**src/rtl/jtag_host.sv**
```systemverilog
// jtag_host: JTAG initiator that drives tck/tms/tdi and samples tdo.
// Ports: cmd_valid/cmd_ready/cmd_op/cmd_len/cmd_data request a TAP
// operation; rsp_valid/rsp_data report completion and captured tdo;
// tck/tms/tdi/tdo/trst connect to the target TAP.
module jtag_host #(
  parameter int MAX_LEN = 41,
  parameter int DIV     = 2
) (
  input  logic               clk,
  input  logic               rst,
  input  logic               cmd_valid,
  output logic               cmd_ready,
  input  logic [1:0]         cmd_op,
  input  logic [6:0]         cmd_len,
  input  logic [MAX_LEN-1:0] cmd_data,
  output logic               rsp_valid,
  output logic [MAX_LEN-1:0] rsp_data,
  output logic               tck,
  output logic               tms,
  output logic               tdi,
  input  logic               tdo,
  output logic               trst
);

  localparam int LW = $clog2(MAX_LEN + 1);
  localparam int CW = (LW > 3) ? LW : 3;
  localparam int PW = (DIV > 1) ? $clog2(DIV) : 1;

  localparam logic [6:0]    MAX7     = 7'(MAX_LEN);
  localparam logic [CW-1:0] MAXN     = CW'(MAX_LEN);
  localparam logic [PW-1:0] PH_LAST  = PW'(DIV - 1);
  localparam logic [CW-1:0] RST_LAST = CW'(5);

  localparam logic [1:0] OP_RST  = 2'b00;
  localparam logic [1:0] OP_IR   = 2'b01;
  localparam logic [1:0] OP_IDLE = 2'b11;

  typedef enum logic [2:0] {
    BOOT,
    READY,
    PRE,
    SHIFT,
    POST,
    IDLECLK,
    RSTSEQ,
    DONE
  } state_t;

  state_t             state;
  logic [PW-1:0]      phase;
  logic               high;
  logic [CW-1:0]      bitcnt;
  logic [CW-1:0]      n;
  logic               is_ir;
  logic [MAX_LEN-1:0] data;
  logic [MAX_LEN-1:0] cap;

  logic [CW-1:0] len_in;
  logic [CW-1:0] nxt;
  logic [CW-1:0] nm1;
  logic [CW-1:0] pre_last;
  logic          accept;
  logic          phase_end;

  assign len_in    = (cmd_len > MAX7) ? MAXN : CW'(cmd_len);
  assign nxt       = bitcnt + 1'b1;
  assign nm1       = n - 1'b1;
  assign pre_last  = is_ir ? CW'(3) : CW'(2);
  assign accept    = cmd_valid && cmd_ready;
  assign phase_end = (phase == PH_LAST);

  always_ff @(posedge clk) begin
    if (rst) begin
      state     <= BOOT;
      phase     <= '0;
      high      <= 1'b0;
      bitcnt    <= '0;
      n         <= '0;
      is_ir     <= 1'b0;
      data      <= '0;
      cap       <= '0;
      cmd_ready <= 1'b0;
      rsp_valid <= 1'b0;
      rsp_data  <= '0;
      tck       <= 1'b0;
      tms       <= 1'b1;
      tdi       <= 1'b0;
      trst      <= 1'b0;
    end else begin
      trst      <= 1'b1;
      rsp_valid <= 1'b0;
      unique case (state)
        READY, DONE: begin
          if (accept) begin
            data   <= cmd_data;
            cap    <= '0;
            n      <= len_in;
            is_ir  <= (cmd_op == OP_IR);
            bitcnt <= '0;
            phase  <= '0;
            high   <= 1'b0;
            tck    <= 1'b0;
            tdi    <= 1'b0;
            if (cmd_op == OP_RST) begin
              state     <= RSTSEQ;
              tms       <= 1'b1;
              cmd_ready <= 1'b0;
            end else if (len_in == '0) begin
              // Empty scan or idle: finish without any TCK.
              state     <= DONE;
              tms       <= 1'b0;
              rsp_valid <= 1'b1;
              rsp_data  <= '0;
              cmd_ready <= 1'b1;
            end else if (cmd_op == OP_IDLE) begin
              state     <= IDLECLK;
              tms       <= 1'b0;
              cmd_ready <= 1'b0;
            end else begin
              state     <= PRE;
              tms       <= 1'b1;
              cmd_ready <= 1'b0;
            end
          end else if (state == DONE) begin
            state <= READY;
          end
        end
        default: begin
          if (!phase_end) begin
            phase <= phase + 1'b1;
          end else begin
            phase <= '0;
            if (!high) begin
              // Rising TCK: tdo has been stable since the
              // falling edge, so take it now.
              high <= 1'b1;
              tck  <= 1'b1;
              if (state == SHIFT) begin
                cap[bitcnt] <= tdo;
              end
            end else begin
              // End of bit: start the next low phase and
              // present the next tms/tdi with it.
              high <= 1'b0;
              tck  <= 1'b0;
              tdi  <= 1'b0;
              unique case (state)
                BOOT, RSTSEQ: begin
                  if (bitcnt == RST_LAST) begin
                    tms       <= 1'b0;
                    cmd_ready <= 1'b1;
                    if (state == BOOT) begin
                      state <= READY;
                    end else begin
                      state     <= DONE;
                      rsp_valid <= 1'b1;
                      rsp_data  <= '0;
                    end
                  end else begin
                    bitcnt <= nxt;
                    tms    <= (nxt != RST_LAST);
                  end
                end
                PRE: begin
                  if (bitcnt == pre_last) begin
                    state  <= SHIFT;
                    bitcnt <= '0;
                    tms    <= (n == CW'(1));
                    tdi    <= data[0];
                  end else begin
                    bitcnt <= nxt;
                    tms    <= is_ir ? (nxt < CW'(2)) : 1'b0;
                  end
                end
                SHIFT: begin
                  if (bitcnt == nm1) begin
                    state  <= POST;
                    bitcnt <= '0;
                    tms    <= 1'b1;
                  end else begin
                    bitcnt <= nxt;
                    tms    <= (nxt == nm1);
                    tdi    <= data[nxt];
                  end
                end
                POST: begin
                  tms <= 1'b0;
                  if (bitcnt == CW'(1)) begin
                    state     <= DONE;
                    rsp_valid <= 1'b1;
                    rsp_data  <= cap;
                    cmd_ready <= 1'b1;
                  end else begin
                    bitcnt <= nxt;
                  end
                end
                IDLECLK: begin
                  tms <= 1'b0;
                  if (bitcnt == nm1) begin
                    state     <= DONE;
                    rsp_valid <= 1'b1;
                    rsp_data  <= '0;
                    cmd_ready <= 1'b1;
                  end else begin
                    bitcnt <= nxt;
                  end
                end
                default: ;
              endcase
            end
          end
        end
      endcase
    end
  end

endmodule
```
**config.mk**
```make
export PLATFORM = sky130hd
export DESIGN_NAME = jtag_host
export DESIGN_NICKNAME = d
export VERILOG_FILES = /design/src/rtl/jtag_host.sv
export SDC_FILE = /design/constraint.sdc
export NUM_CORES = 1
export LEC_CHECK = 0
export CORE_MARGIN = 5
export CORE_UTILIZATION = 59
export CTS_BUF_LIST = sky130_fd_sc_hd__clkbuf_8 sky130_fd_sc_hd__clkbuf_16
export CTS_CLUSTER_SIZE = 10
export DETAILED_ROUTE_END_ITERATION = 6
export PLACE_DENSITY = 0.95
export SYNTH_ARGS = -nofsm -noshare
export SYNTH_HDL_FRONTEND = slang
export SYNTH_SLANG_ARGS = --single-unit
export TNS_END_PERCENT = 10
```
**constraint.sdc**
```tcl
create_clock -name clk -period 4.9 [get_ports clk]
set_input_delay 0.98 -clock clk [delete_from_list [all_inputs] [get_ports clk]]
set_output_delay 0.98 -clock clk [all_outputs]
set_load 0.005 [all_outputs]
```
* After elaboration in Yosys (flattened, before gate mapping)
Cells that the tools add are included.
** Storage, ports and cells
- Flip-flop bits (word level) :: 146
- Input bits :: 54
- Output and inout bits :: 47
** Cells by class
- Reduce and logical (&&, ||, !) cells :: 23
- Magnitude comparators :: 5
- Equal/unequal tests :: 30
- Mux-type cells :: 92
- Add/sub/neg operators :: 3
** Operators by type and width (number)
- two-way mux 41 bit :: 15
- case mux 41 bit (3 select lines) :: 1
- two-way mux 6 bit :: 10
- two-way mux 1 bit :: 43
- two-way mux 3 bit :: 14
- bitwise mux 41 bit :: 1
- case mux 6 bit (5 select lines) :: 1
- != test 3 bit (second input constant) :: 7
- case mux 3 bit (5 select lines) :: 1
- less-than comparator 6 x 7 -> 1 bit (second input constant) :: 2
- AND reduction 7 bit :: 2
- equality test 3 bit (second input constant) :: 4
- equality test 6 x 1 -> 1 bit (second input constant) :: 2
- equality test 6 bit :: 2
- AND reduction 10 bit :: 1
- AND reduction 9 bit :: 1
- AND reduction 4 bit :: 2
- > comparator 7 x 6 -> 1 bit (second input constant) :: 1
- adder 6 x 1 -> 6 bit (second input constant) :: 1
- binary-select mux 1 bit (select 6 bit) :: 1
- demux 1 bit (select 6 bit) :: 1
- equality test 3 x 2 -> 1 bit (second input constant) :: 2
- equality test 6 x 2 -> 1 bit :: 1
- equality test 6 x 3 -> 1 bit (second input constant) :: 1
- 26 further kinds :: 36

* Longest topological paths before layout
- Depth in word-level cells :: 9
- Depth in mapped cells :: 11
- Gate-level depth less buffers :: 9

* Least setup slack after synthesis
No wires, ideal clock.
- Path type :: input to register
- Start point :: input port cmd_valid
- End point :: register rsp_data[0]
- Stages :: 7
- Setup slack :: 2.129 ns
- Data arrival time :: 2.654 ns
- Path through :: nand2_1 -> nor3_1 -> a31oi_1 -> a211oi_1 -> a41oi_1 -> clkbuf_1 -> a22o_1
** On the way
- Word-level cells in the longest chain between the ends :: 3
** RTL lines
- start, declared :: line 11 : input logic cmd_valid,
- logical AND 1 bit :: line 69 : assign accept = cmd_valid && cmd_ready;
- != test 2 bit (no line)
- AND reduction 10 bit (no line)
- end signal, assigned :: line 191 : rsp_data <= cap;
- end, declared :: line 17 : output logic [MAX_LEN-1:0] rsp_data,
Every way passes these cells.
A chain may end at the register's enable or synchronous reset.

* Worst setup path in the final report
- Start point :: input port cmd_valid
- End point :: register cap[20]
** On the way
- Word-level cells in the longest chain between the ends :: 3
** RTL lines
- logical AND 1 bit :: line 69
- != test 2 bit (no line)
- AND reduction 4 bit (no line)
- end signal, assigned by index :: line 139 : cap[bitcnt] <= tdo;
- end, declared :: line 56 : logic [MAX_LEN-1:0] cap;
Every way passes these cells.

==> impl_metrics.yaml <==
outcome:
  status: "complete, no violations"
placement:
  gp_congestion: 0.917
  hpwl_um: 11300
  portBuffers: 100
finish:
  regArea_mm2: 0.00292
  area_growth_pct: 23.2
  fin_util_pct: 73.7
  layout-drive-gt1-share_pct: 8.98
  final_nets: 916
  insertedDiodeCount: 0
  n_fill_cell: 740
  multi_input_area_mm2: 0.00352
global_route:
  grt_max_degree: 70
  antenna_found_initial: 0
  grt_pass1_vias: 6017
  grt_pass1_wl_um: 29500
  met1_usage_pct: 33.2
  grt_overflow: 0
  grt.total_usage_pct: 27.3
  use_met3_pct: 6.48
  busiest_layer: "met2"
  met2_usage_pct: 45.8
timing:
  tns_ns: 0
  rsz0062_at_grt: "false"
  max_freq_ghz: 0.270
  fin_crit_ns: 3.70
  fin_skew_ns: 0.00745
  drv_slew: 0
  worst_slew_pin_slew_ns: 1.18
  setup_viol: 0
  slew_headroom_pct: 20.8
  finalHoldViolCount: 0
  fin_crit_sh_pct: 75.6
cts:
  cts_tree: "yes"
  cts-root-buf: "clkbuf_16"
  numClockSinks: 146
  numCtsBuffers: 17
  post-cts-setup-buffer-count: 0
  insertion_delay_ns: 0.42
  holdBufCountCts: 0
  post_cts_resized: 0
  cts_buffer_depth: 2
  clk_pin_slew_worst_paths_ns: 0.06
  htree_levels: 4
logic_synthesis:
  synthSimpleGateAreaFrac_pct: 17.4
  synth_fa_ha_area_share_pct: 1.07
  async_flop_share_pct: 0
  avgSynthCellArea_um2: 8.47
  yosysUniqueCellTypes: 73
  synth_edf_count: 0
  synth_xor_xnor_area_share_pct: 3.16
  syn_inst: 799
  synth-seq-cells: 146
  seq_area_frac_synth_pct: 43.2
  syn_area_mm2: 0.00677
  syn_nets: 858
  yosysWarnings: 0
  synth_compound_area_share_pct: 25.7
  synthFlopType: "dfxtp_1"
  synth_top_family_by_area: "compound AO/OA/AOI/OAI gates"
  muxShareOfSynthArea_pct: 4.42
worst_setup_path:
  arrival_ns: 3.97
  path_class: "in2reg"
  critPathLaunchType: "input port"
  cp.required_ns: 5.16
  crit_fanout: 52
  end_kind: "register"
routing:
  drc: 0
  drt-initial-drc-count: 877
  wl_um: 18200
  wl_per_cell_um: 18.0
  dr_total_vias: 6410
  via_per_inst: 6.33
  drtPass1Iterations: 5
  ant_nets: 0
flow_run:
  maxCapViolCount: 0
die:
  coreArea_mm2: 0.0113
  die-area_mm2: 0.0137
  start_util_pct: 59.8
  io_pins: 101
  die_x_um: 117
  num_rows: 39
  die_height_um: 117
power_and_ir_drop:
  ir_drop_mv: 0.278
  powerDensity_mw_per_mm2: 315
  p_leak_nw: 2.83
hold_path:
  min-delay-path-class: "reg2reg"
-- cell usage in the layout, fill, tap and decap left out, types with 3 or more instances in the layout --
cell and count:
dfxtp_1 146, clkdlybuf4s50_1 99, buf_4 12, xor2_1 8, mux2_2 3, clkbuf_16 17
nand2_1 150, nor2b_1 9, a31oi_1 5, and3_1 6, nor2_1 23, bufinv_16 3
o32ai_1 3, or3_1 3, a22oi_1 6, inv_1 8, nand4_1 7, mux4_2 10
a22o_1 42, nor3b_1 4, ha_1 5, mux2i_1 4, clkinv_2 3, inv_6 3
xnor2_1 12, nor3_2 3, nor3_1 14, o21ai_0 55, nand3_1 7, nor4_1 5
a21oi_1 132
-- logic make-up (layout without fill, tap and decap cells) --
logic type      count (synthesis)  count (layout)
fa+ha+maj                       6               6
buf+inv                        82             152
xor+xnor                       22              22
compound gates                275             275
flops                         146             146
simple gates                  251             251
mux                            17              17
-- area by class of cell --
cell class                 count  share of cell area [%]
clock buffer                  18                    5.26
inverter                      10                   0.450
timing repair buffer         111                    13.0
tap                          143                    2.14
multi-input combinational    571                    42.2
clock inverter                13                    1.92
sequential                   146                    35.0
-- final timing paths --
kind                                 from  endpoint  slack, ns  cells past startpoint
worst min register to register    data[6]   data[6]       0.45                      2
worst min-delay path              data[6]   data[6]       0.45                      2
worst max-delay path            cmd_valid   cap[20]       1.20                      8
worst max register to register   state[0]   cap[20]       1.31                      7
-- worst max-delay path, cell delays in order --
cell and delay, ns:
clkdlybuf4s50_1 0.48, nand2_1 0.16, or3_1 0.38, buf_4 0.28
o21ai_0 0.24, nand2_1 0.72, o21ai_0 0.54, a21oi_1 0.15
-- power breakdown --
group	internal [mW]	switching (mW)
combinational	0.0578	0.0568
clock	0.812	0.506
sequential	1.19	0.00521
total	2.06	0.568
-- registers in the layout, indices dropped and copies added, names as in the netlist --
name,cells
rsp_data,41
high,1
is_ir,1
bitcnt,6
rsp_valid,1
data,41
tms,1
phase,1
cap,41
trst,1
n,6
cmd_ready,1
state,3
tdi,1
-- stage by stage --
step | instance area (µm²) | std cells | hold slack (ns) | worst slack [ns] | power (mW)
6_report | 8340 | 1012 | 0.454 | 1.20 | 2.63
5_1_grt | 8340 | 1012 | 0.472 | 1.07 | 2.70
4_1_cts | 8340 | 1012 | 0.455 | 1.29 | 2.63
3_5_place_dp | 7740 | 981 | 0.444 | 1.02 | 1.33
3_3_place_gp | 7740 | 981 | 0.440 | 1.15 | 1.33
2_1_floorplan | 6770 | 799 | 0.433 | 2.13 | 1.27
-- cells in the mapped netlist, types with 8 or more instances --
cell type  number  area share (%)
a21oi_1       132             9.8
a22o_1         42             5.4
clkbuf_1       56             3.1
dfxtp_1       146              43
mux4_2         10             3.3
nand2_1       150             8.3
nor2_1         24             1.3
nor2b_1         9            0.83
nor3_1         15             1.1
o21ai_0        55             4.1
xnor2_1        12             1.6
xor2_1          8             1.0
-- layer usage --
metal,part of all wire [%],wire (µm)
met1,39,7190
met2,49,8970
met3,8.4,1530
met4,3.0,541
met5,0,0
Note: power is estimated with default switching activity, not from simulation.
